`config.mk`:
```
export PLATFORM = sky130hd
export DESIGN_NAME = seven_seg_scanner_flat
export DESIGN_NICKNAME = d
export VERILOG_FILES = /design/src/rtl/seven_seg_scanner_pkg.sv /design/src/rtl/seven_seg_scanner_if.sv /design/src/rtl/seven_seg_scanner_hex_to_seg.sv /design/src/rtl/seven_seg_scanner.sv /design/src/flat_wrapper.sv
export SDC_FILE = /design/constraint.sdc
export NUM_CORES = 1
export LEC_CHECK = 0
export BUFFER_PORTS_ARGS = -buffer_cell sky130_fd_sc_hd__buf_4
export CORE_MARGIN = 2
export CORE_UTILIZATION = 55
export DETAILED_ROUTE_END_ITERATION = 10
export HOLD_SLACK_MARGIN = 0.15
export PLACE_DENSITY = 0.74
export SKIP_CTS_REPAIR_TIMING = 1
export SYNTH_ARGS = -nofsm -noshare
export SYNTH_HDL_FRONTEND = slang
export SYNTH_HIERARCHICAL = 1
export SYNTH_SLANG_ARGS = --single-unit
```
`constraint.sdc`:
```
create_clock -name clk -period 6.9 [get_ports clk]
set_input_delay 0.69 -clock clk [delete_from_list [all_inputs] [get_ports clk]]
set_output_delay 0.69 -clock clk [all_outputs]
set_load 0.05 [all_outputs]
```
`src/rtl/seven_seg_scanner_pkg.sv`:
```
// Shared types and constants for the 4-digit seven-segment scanner.
// Segment patterns are active-low, bit order {g,f,e,d,c,b,a}.
package seven_seg_scanner_pkg;

    localparam int unsigned DIGITS  = 4;
    localparam int unsigned NIB_W   = 4;
    localparam int unsigned SEG_W   = 7;
    localparam int unsigned VALUE_W = DIGITS * NIB_W;

    typedef enum logic {
        ST_BLANK = 1'b0,
        ST_DRIVE = 1'b1
    } state_e;

    localparam logic [SEG_W-1:0] SEG_BLANK = 7'h7F;
    localparam logic [SEG_W-1:0] SEG_0 = 7'b1000000;
    localparam logic [SEG_W-1:0] SEG_1 = 7'b1111001;
    localparam logic [SEG_W-1:0] SEG_2 = 7'b0100100;
    localparam logic [SEG_W-1:0] SEG_3 = 7'b0110000;
    localparam logic [SEG_W-1:0] SEG_4 = 7'b0011001;
    localparam logic [SEG_W-1:0] SEG_5 = 7'b0010010;
    localparam logic [SEG_W-1:0] SEG_6 = 7'b0000010;
    localparam logic [SEG_W-1:0] SEG_7 = 7'b1111000;
    localparam logic [SEG_W-1:0] SEG_8 = 7'b0000000;
    localparam logic [SEG_W-1:0] SEG_9 = 7'b0010000;
    localparam logic [SEG_W-1:0] SEG_A = 7'b0001000;
    localparam logic [SEG_W-1:0] SEG_B = 7'b0000011;
    localparam logic [SEG_W-1:0] SEG_C = 7'b1000110;
    localparam logic [SEG_W-1:0] SEG_D = 7'b0100001;
    localparam logic [SEG_W-1:0] SEG_E = 7'b0000110;
    localparam logic [SEG_W-1:0] SEG_F = 7'b0001110;

    // One display buffer: everything captured by a load strobe.
    typedef struct packed {
        logic [VALUE_W-1:0] value;
        logic [DIGITS-1:0]  dp;
        logic [DIGITS-1:0]  blink;
        logic               lz;
    } disp_buf_t;

endpackage

```
`src/rtl/seven_seg_scanner_if.sv`:
```
// Load-side payload and board-pin bundle of the seven-segment scanner.
interface seven_seg_scanner_if;
    import seven_seg_scanner_pkg::*;

    logic [VALUE_W-1:0] value;
    logic [DIGITS-1:0]  dp_in;
    logic [DIGITS-1:0]  blink_mask;
    logic               lz_suppress;
    logic               load;
    logic [DIGITS-1:0]  an;
    logic [SEG_W-1:0]   seg;
    logic               dp;
    logic               frame_done;

    modport master (
        output value, dp_in, blink_mask, lz_suppress, load,
        input  an, seg, dp, frame_done
    );

    modport slave (
        input  value, dp_in, blink_mask, lz_suppress, load,
        output an, seg, dp, frame_done
    );
endinterface

```
`src/rtl/seven_seg_scanner_hex_to_seg.sv`:
```
// Combinational hex nibble to active-low seven-segment pattern.
module hex_to_seg
    import seven_seg_scanner_pkg::*;
(
    input  logic [NIB_W-1:0] nibble,
    output logic [SEG_W-1:0] seg_c
);

    always_comb begin
        seg_c = SEG_BLANK;
        case (nibble)
            4'h0: seg_c = SEG_0;
            4'h1: seg_c = SEG_1;
            4'h2: seg_c = SEG_2;
            4'h3: seg_c = SEG_3;
            4'h4: seg_c = SEG_4;
            4'h5: seg_c = SEG_5;
            4'h6: seg_c = SEG_6;
            4'h7: seg_c = SEG_7;
            4'h8: seg_c = SEG_8;
            4'h9: seg_c = SEG_9;
            4'hA: seg_c = SEG_A;
            4'hB: seg_c = SEG_B;
            4'hC: seg_c = SEG_C;
            4'hD: seg_c = SEG_D;
            4'hE: seg_c = SEG_E;
            4'hF: seg_c = SEG_F;
            default: seg_c = SEG_BLANK;
        endcase
    end

endmodule

```
`src/rtl/seven_seg_scanner.sv`:
```
// Time-multiplexed common-anode driver: blank/drive slot FSM, double-buffered
// load committed on frame boundaries, blink and leading-zero masking.
module seven_seg_scanner
    import seven_seg_scanner_pkg::*;
#(
    parameter int unsigned REFRESH_DIV  = 100000,
    parameter int unsigned BLANK_CYCLES = 1000,
    parameter int unsigned BLINK_DIV    = 20000000
) (
    input logic               clk,
    input logic               rst_n,
    seven_seg_scanner_if.slave bus
);

    localparam int unsigned SLOT_W  = $clog2(REFRESH_DIV);
    localparam int unsigned BLINK_W = $clog2(BLINK_DIV);
    localparam int unsigned IDX_W   = $clog2(DIGITS);

    state_e             state_q, state_d;
    logic [SLOT_W-1:0]  slot_cnt_q, slot_cnt_d;
    logic [IDX_W-1:0]   idx_q, idx_d;
    logic [BLINK_W-1:0] blink_cnt_q;
    logic               blink_phase_q;
    disp_buf_t          pend_q, act_q, load_buf_c;
    logic               pend_valid_q;
    logic               boundary_c;
    logic [DIGITS-1:0]  shown_c;
    logic [NIB_W-1:0]   nibble_c;
    logic [SEG_W-1:0]   hex_seg_c;
    logic [DIGITS-1:0]  an_d;
    logic [SEG_W-1:0]   seg_d;
    logic               dp_d;

    always_comb begin
        load_buf_c.value = bus.value;
        load_buf_c.dp    = bus.dp_in;
        load_buf_c.blink = bus.blink_mask;
        load_buf_c.lz    = bus.lz_suppress;
    end

    // Digit i survives suppression if it or any higher nibble is nonzero, or its dp is lit.
    always_comb begin
        shown_c = '1;
        if (act_q.lz) begin
            for (int i = 1; i < DIGITS; i++) begin
                shown_c[i] = (|(act_q.value >> (i * NIB_W))) | act_q.dp[i];
            end
        end
    end

    assign nibble_c = act_q.value[idx_q * NIB_W +: NIB_W];

    hex_to_seg u_hex_to_seg (
        .nibble (nibble_c),
        .seg_c  (hex_seg_c)
    );

    always_ff @(posedge clk or negedge rst_n) begin
        if (!rst_n) begin
            state_q    <= ST_BLANK;
            slot_cnt_q <= '0;
            idx_q      <= '0;
        end else begin
            state_q    <= state_d;
            slot_cnt_q <= slot_cnt_d;
            idx_q      <= idx_d;
        end
    end

    always_comb begin
        state_d    = state_q;
        slot_cnt_d = slot_cnt_q + SLOT_W'(1);
        idx_d      = idx_q;
        boundary_c = 1'b0;
        an_d       = '1;
        seg_d      = SEG_BLANK;
        dp_d       = 1'b1;
        case (state_q)
            ST_BLANK: begin
                if (slot_cnt_q == SLOT_W'(BLANK_CYCLES - 1)) state_d = ST_DRIVE;
            end
            ST_DRIVE: begin
                if (shown_c[idx_q] && !(blink_phase_q && act_q.blink[idx_q])) begin
                    an_d  = ~(DIGITS'(1) << idx_q);
                    seg_d = hex_seg_c;
                    dp_d  = ~act_q.dp[idx_q];
                end
                if (slot_cnt_q == SLOT_W'(REFRESH_DIV - 1)) begin
                    state_d    = ST_BLANK;
                    slot_cnt_d = '0;
                    idx_d      = idx_q + IDX_W'(1);
                    boundary_c = (idx_q == IDX_W'(DIGITS - 1));
                end
            end
        endcase
    end

    // Free-running blink timebase, independent of loads.
    always_ff @(posedge clk or negedge rst_n) begin
        if (!rst_n) begin
            blink_cnt_q   <= '0;
            blink_phase_q <= 1'b0;
        end else if (blink_cnt_q == BLINK_W'(BLINK_DIV - 1)) begin
            blink_cnt_q   <= '0;
            blink_phase_q <= ~blink_phase_q;
        end else begin
            blink_cnt_q <= blink_cnt_q + BLINK_W'(1);
        end
    end

    // A load on the boundary cycle bypasses pending so it shows in the very next frame.
    always_ff @(posedge clk or negedge rst_n) begin
        if (!rst_n) begin
            pend_q       <= '0;
            act_q        <= '0;
            pend_valid_q <= 1'b0;
        end else if (boundary_c) begin
            if (bus.load) begin
                act_q <= load_buf_c;
            end else if (pend_valid_q) begin
                act_q <= pend_q;
            end
            pend_valid_q <= 1'b0;
        end else if (bus.load) begin
            pend_q       <= load_buf_c;
            pend_valid_q <= 1'b1;
        end
    end

    always_ff @(posedge clk or negedge rst_n) begin
        if (!rst_n) begin
            bus.an         <= '1;
            bus.seg        <= SEG_BLANK;
            bus.dp         <= 1'b1;
            bus.frame_done <= 1'b0;
        end else begin
            bus.an         <= an_d;
            bus.seg        <= seg_d;
            bus.dp         <= dp_d;
            bus.frame_done <= boundary_c;
        end
    end

endmodule

```
`src/flat_wrapper.sv`:
```
// flat-port wrapper written by rule: the top's interface ports become plain ports
module seven_seg_scanner_flat import seven_seg_scanner_pkg::*;
#(
    parameter int unsigned REFRESH_DIV  = 100000,
    parameter int unsigned BLANK_CYCLES = 1000,
    parameter int unsigned BLINK_DIV    = 20000000
)
  (clk, rst_n, bus_value, bus_dp_in, bus_blink_mask, bus_lz_suppress, bus_load, bus_an, bus_seg, bus_dp, bus_frame_done);
  seven_seg_scanner_if bus_i ();
  input logic clk;
  input logic rst_n;
  input wire logic [$bits(bus_i.value)-1:0] bus_value;
  input wire logic [$bits(bus_i.dp_in)-1:0] bus_dp_in;
  input wire logic [$bits(bus_i.blink_mask)-1:0] bus_blink_mask;
  input wire logic [$bits(bus_i.lz_suppress)-1:0] bus_lz_suppress;
  input wire logic [$bits(bus_i.load)-1:0] bus_load;
  output wire logic [$bits(bus_i.an)-1:0] bus_an;
  output wire logic [$bits(bus_i.seg)-1:0] bus_seg;
  output wire logic [$bits(bus_i.dp)-1:0] bus_dp;
  output wire logic [$bits(bus_i.frame_done)-1:0] bus_frame_done;
  assign bus_i.value = bus_value;
  assign bus_i.dp_in = bus_dp_in;
  assign bus_i.blink_mask = bus_blink_mask;
  assign bus_i.lz_suppress = bus_lz_suppress;
  assign bus_i.load = bus_load;
  assign bus_an = bus_i.an;
  assign bus_seg = bus_i.seg;
  assign bus_dp = bus_i.dp;
  assign bus_frame_done = bus_i.frame_done;
  seven_seg_scanner #(.REFRESH_DIV(REFRESH_DIV), .BLANK_CYCLES(BLANK_CYCLES), .BLINK_DIV(BLINK_DIV)) u_core (.clk(clk), .rst_n(rst_n), .bus(bus_i));
endmodule
```
# Yosys cells after proc, flatten, opt, wreduce, memory -nomap -nowiden
# Memories as Yosys holds them, arrays and structs flattened.
# Cells that the tools add are included.
# totals
reg_bits	110
mem_bits_ro	112
word_cells	73
mem_bits_rw	0
out_inout_bits	13
memories	1
latch_bits	0
# memory_table
name	words	width	rd	rd_clocked_by_memory_dff	wr	line_no	source
(name not given)	16	7	1	0	0	seven_seg_scanner_hex_to_seg.sv:11	case (nibble)
# op_classes
magnitude_cmp	1
n_shift	2
n_eq_ne	4
div_mod_pow	0
bitwise_logic	8
mul	0
reduce_logical	11
addsub	3
n_mux	25
# op_table
operator	count
$mux W25	3
$mux W17	2
$add A25 B1 Y25 const B	1
$eq A25 B25 Y1 const B	1
$add A17 B1 Y17 const B	1
$eq A17 B10 Y1 const B	1
$eq A17 B17 Y1 const B	1
$shiftx A16 B5 Y4	1
$mux W7	2
$reduce_or A12 Y1	1
$mux W1	11
$mux W4	2
$reduce_or A8 Y1	1
$bmux W1 S2	3
$reduce_and A2 Y1	3
$not A1 Y1	4
$not A4 Y4	1
$reduce_bool A2 Y1	2
$reduce_or A4 Y1	1
$shl A1 B2 Y4 const A	1
$lt A2 B3 Y1 const B	1
$mux W3	1
$or A1 B1 Y1	3
$add A2 B1 Y2 const B	1
other kinds (4)	5

# Longest topological paths before layout
# logic_depth
word_depth	8
mapped_depth	8
mapped_depth_nobuf	7

# Hierarchy
# The synthesis kept the hierarchy.
# modules_own_cells
module	seq_area_each_um2	cells_per_inst	instances	area_each_um2
seven_seg_scanner	2767.7	465	1	5187.5
hex_to_seg	0.0	32	1	275.3

# Worst setup path after synthesis
# OpenSTA, ideal clock, no wires.
# synth_path
path_type	register to register
start	register u_core.idx_q[0]
end	register u_core.bus.seg[0]
n_path_buf	1
setup_ns	0.062
arrival_ns	2.200
t_required_ns	6.838
stages_incl_launch_ff	9
path_slack_ns	4.638
cell_sequence	dfrtp_1 > buf_2 > mux4_2 > inv_1 > ha_1 > and2b_2 > or3b_1 > o21ai_0 > nand2b_1
# synth_via
elab_cells_between_ends	11
# synth_rtl
item	line_no	source
start: declaration	seven_seg_scanner.sv:21	logic [IDX_W-1:0] idx_q, idx_d;
start signal: assignment	seven_seg_scanner.sv:66	idx_q <= idx_d;
$shiftx A16 B5 Y4	seven_seg_scanner.sv:51	assign nibble_c = act_q.value[idx_q * NIB_W +: NIB_W];
net u_core.nibble_c[1]	seven_seg_scanner.sv:28	logic [NIB_W-1:0] nibble_c;
$mem_v2 Z16 W7	--	
net u_core.hex_seg_c[0]	seven_seg_scanner.sv:29	logic [SEG_W-1:0] hex_seg_c;
$mux W7	seven_seg_scanner.sv:83	if (shown_c[idx_q] && !(blink_phase_q && act_q.blink[idx_q])) begin
$mux W7	seven_seg_scanner.sv:78	case (state_q)
net u_core.seg_d[0]	seven_seg_scanner.sv:31	logic [SEG_W-1:0] seg_d;
end signal: assignment	seven_seg_scanner.sv:138	bus.seg <= seg_d;
end: declaration	seven_seg_scanner_if.sv:22	output an, seg, dp, frame_done
# The timed path passes the listed nets, and every way through them passes these cells. The select of a mux whose other input is x is not followed.
# A chain may end at the register's enable or synchronous reset.

# Worst setup path in the final report
# layout_path
start	register u_core.idx_q[0]
end	register u_core/pend_q[20] (netlist name)
# layout_via
elab_chain_cells	5
# layout_rtl
item	line_no	source
$eq A2 B2 Y1	seven_seg_scanner.sv:92	boundary_c = (idx_q == IDX_W'(DIGITS - 1));
$mux W1	seven_seg_scanner.sv:88	if (slot_cnt_q == SLOT_W'(REFRESH_DIV - 1)) begin
$mux W1	seven_seg_scanner.sv:78	
$not A1 Y1 (no source line)	--	
$reduce_and A2 Y1 (no source line)	--	
end signal: assignment	seven_seg_scanner.sv:125	pend_q <= load_buf_c;
end: declaration	seven_seg_scanner.sv:24	disp_buf_t pend_q, act_q, load_buf_c;
# No other way between the ends.

==> results.tsv <==
metric	value	unit
status	complete, no violations	
# IOs	41	
switching power	0.0002783	W
switching share of power	23.98	%
PwrDens	192.9	nW/µm²
peak supply drop	0.0001813	V
Residual DRC	0	
placed cell count	649	
CP Launch Type	flip-flop	
Mapped Cells	497	
vias	3764	
Worst-path clk slew	0.10	ns
post-DR wirelength/cell	15.73	µm
post-layout minimum cycle time	2.596	ns
YS warnings	6	
syn_nets	538	
DR pass1 iterations	4	
synthesized area	5463	µm²
setup ws final	4.304	ns
vias per cell	5.660	
total gr overflow	0	
Fin. Hold Viols	0	
clk root buf	clkbuf_8	
Min-Delay Path Class	input pin to asynchronous set/reset pin	
final setup TNS	0	ns
Syn-to-layout area delta	10.15	%
Synth Flop Type	dfrtp_1	
Reg power frac	58.7	%
crit path capture type	flip-flop	
flops & latches, synth	110	
initial antenna violation count	0	
CTS sink count	110	
DRC marker count from the first detailed-route iteration	136	
most frequent cells in the layout	dfrtp_1 (98), buf_4 (41), nand3_1 (41), o21ai_0 (36), inv_1 (35)	
leakage	2.594	nW
die height	103.7	µm
Worst-Margin Slew	1.237	ns
Synth async-reset ratio	100.0	%
Design Area, Final	6017	µm²
arrival time worst endpoint	2.86	ns
worst skew pair latency	0.38	ns
cell area after placement	5821	µm²
layout cell share with drive strength beyond 1	21.43	%
max cap viols	0	
hpwl dp	7.277	mm
CP Max Fanout	25	
critical path data required time	7.17	ns
Placer Congestion	0.8532	
die width	103.7	µm
number of synthesized flops with an enable pin	0	
Post-DRT Antenna Nets	0	
first-pass GRT wire length	18.15	mm
Layout Nets	568	
final cycle utilization of the critical path	37.63	%
post-placement setup slack	4.316	ns
sequential fraction of the synthesis area	50.66	%
total inserted antenna cells	0	
non-filler cells, final	665	
# fillers	830	
WL final	10.46	mm
Worst Path Class, Setup	flip-flop to flip-flop	
port bufs	40	
Slew headroom	17.48	%
RSZ-0062 raised after global routing	no	
# H-tree levels	3	
CTS max path bufs	2	
Total GRT Usage	20.80	%
Initial Util	56.15	%
largest net degree at the start of global routing	57	
Slew Limit Fails	0	
synth unique cells	54	
Site Rows	36	
full die area	10750	µm²
vias in the first global route	3834	
commonest non-fill, non-tap cell in the layout	dfrtp_1	
Clk pwr share	33.2	%
CTS tree	done	
core footprint	9729	µm²
Synth Area per Inst	10.99	µm²
Setup Viol. Count Final	0	
combinational share of power	8.1	%
Peak Freq	385.1	MHz
Power Internal	0.0008822	W
total CTS buffers	9	
clk_skew	0.01013	ns
-- final timing paths --
| check | startpoint | to | slack, ns | depth (start not counted) |
|---|---|---|---|---|
| min in group clk | u_core/slot_cnt_q[0] | u_core/slot_cnt_q[0] | 0.49 | 1 |
| max in group asynchronous | rst_n | u_core/pend_q[5] | 5.39 | 2 |
| worst max-delay path | u_core/idx_q[0] | u_core/pend_q[20] | 4.30 | 4 |
| worst min register to register | u_core/slot_cnt_q[0] | u_core/slot_cnt_q[0] | 0.49 | 1 |
| worst max register to register | u_core/idx_q[0] | u_core/pend_q[20] | 4.30 | 4 |
| worst min-delay path | rst_n | u_core/blink_cnt_q[19] | 0.35 | 1 |
-- final cells by class --
type | count | area [µm²] | area share (%)
sequential | 110 | 2768 | 46.00
multi-input combinational | 330 | 2447 | 40.67
timing repair buffer | 41 | 307.8 | 5.115
tap | 133 | 166.4 | 2.766
inverter | 35 | 131.4 | 2.183
clock buffer | 9 | 123.9 | 2.059
clock inverter | 7 | 72.57 | 1.206
-- critical path, cell delays in order, from the launching register on --
cell and delay, ns:
dfrtp_1 0.66, ha_1 0.33, nand4_1 0.29, o21ai_4 0.78, mux2_2 0.42
-- metrics by stage --
step / hold WS [ns] / util [%] / power, W
after floorplan: 0.3944 / - / 0.0007478
after global placement: 0.4584 / 59.83 / 0.0007827
after detailed placement: 0.4728 / 59.83 / 0.0007884
after CTS: 0.3579 / 61.84 / 0.001176
after global routing: 0.3960 / 61.84 / 0.001217
final: 0.3461 / 61.84 / 0.001160
-- cells by family (layout without fill, tap and decap cells) --
group           count (synthesis)  in the layout  share of synthesized area, %
compound gates                 82             82                         10.03
xor+xnor                       30             30                         4.810
fa+ha+maj                      13             13                         2.978
buf+inv                        57             92                         4.535
flops                         110            110                         50.66
mux                            39             39                         9.437
simple gates                  166            166                         17.54
-- per-layer routing --
| layer | global-route usage (%) | vias to the layer above | wire length (µm) |
|---|---|---|---|
| met2 | 35.05 | 59 | 5067 |
| met1 | 27.28 | 1861 | 4981 |
| met5 | 0 | - | 0 |
| met4 | 6.660 | 0 | 123 |
| met3 | 4.091 | 12 | 290 |
| li1 | - | 1832 | - |
-- cell usage after synthesis (all sizes together) (9+ instances only) --
cell type	n	area share, %
dfstp	12	5.8
nor4	9	1.1
nand3	42	3.9
ha	13	3.0
buf	11	1.4
inv	35	2.4
nand4	11	1.5
nor2	26	1.8
a2bb2oi	24	3.8
clkbuf	11	0.78
nand2	26	1.8
nor3	9	1.2
dfrtp	98	45
xnor2	21	3.4
mux2	27	5.6
o21ai	37	3.6
xor2	9	1.4
nand2b	9	1.0
-- state kept, by name, summed over array words and instances (netlist names) --
register,flops
u_core/bus.an,4
u_core/state_q,1
u_core/bus.frame_done,1
u_core/bus.dp,1
u_core/slot_cnt_q,17
u_core/act_q,25
u_core/blink_cnt_q,25
u_core/idx_q,2
u_core/bus.seg,7
u_core/pend_valid_q,1
u_core/blink_phase_q,1
u_core/pend_q,25
-- power by group through the flow --
| stage | clock, W | sequential (W) | combinational [W] |
|---|---|---|---|
| floorplan | 0 | 0.000688 | 0.0000599 |
| global placement | 0 | 0.000692 | 0.0000910 |
| detailed placement | 0 | 0.000693 | 0.0000952 |
| CTS | 0.000399 | 0.000681 | 0.0000953 |
| global route | 0.000426 | 0.000684 | 0.000106 |
| finish | 0.000385 | 0.000681 | 0.0000943 |
No activity file was read; power rests on OpenSTA's default activity.
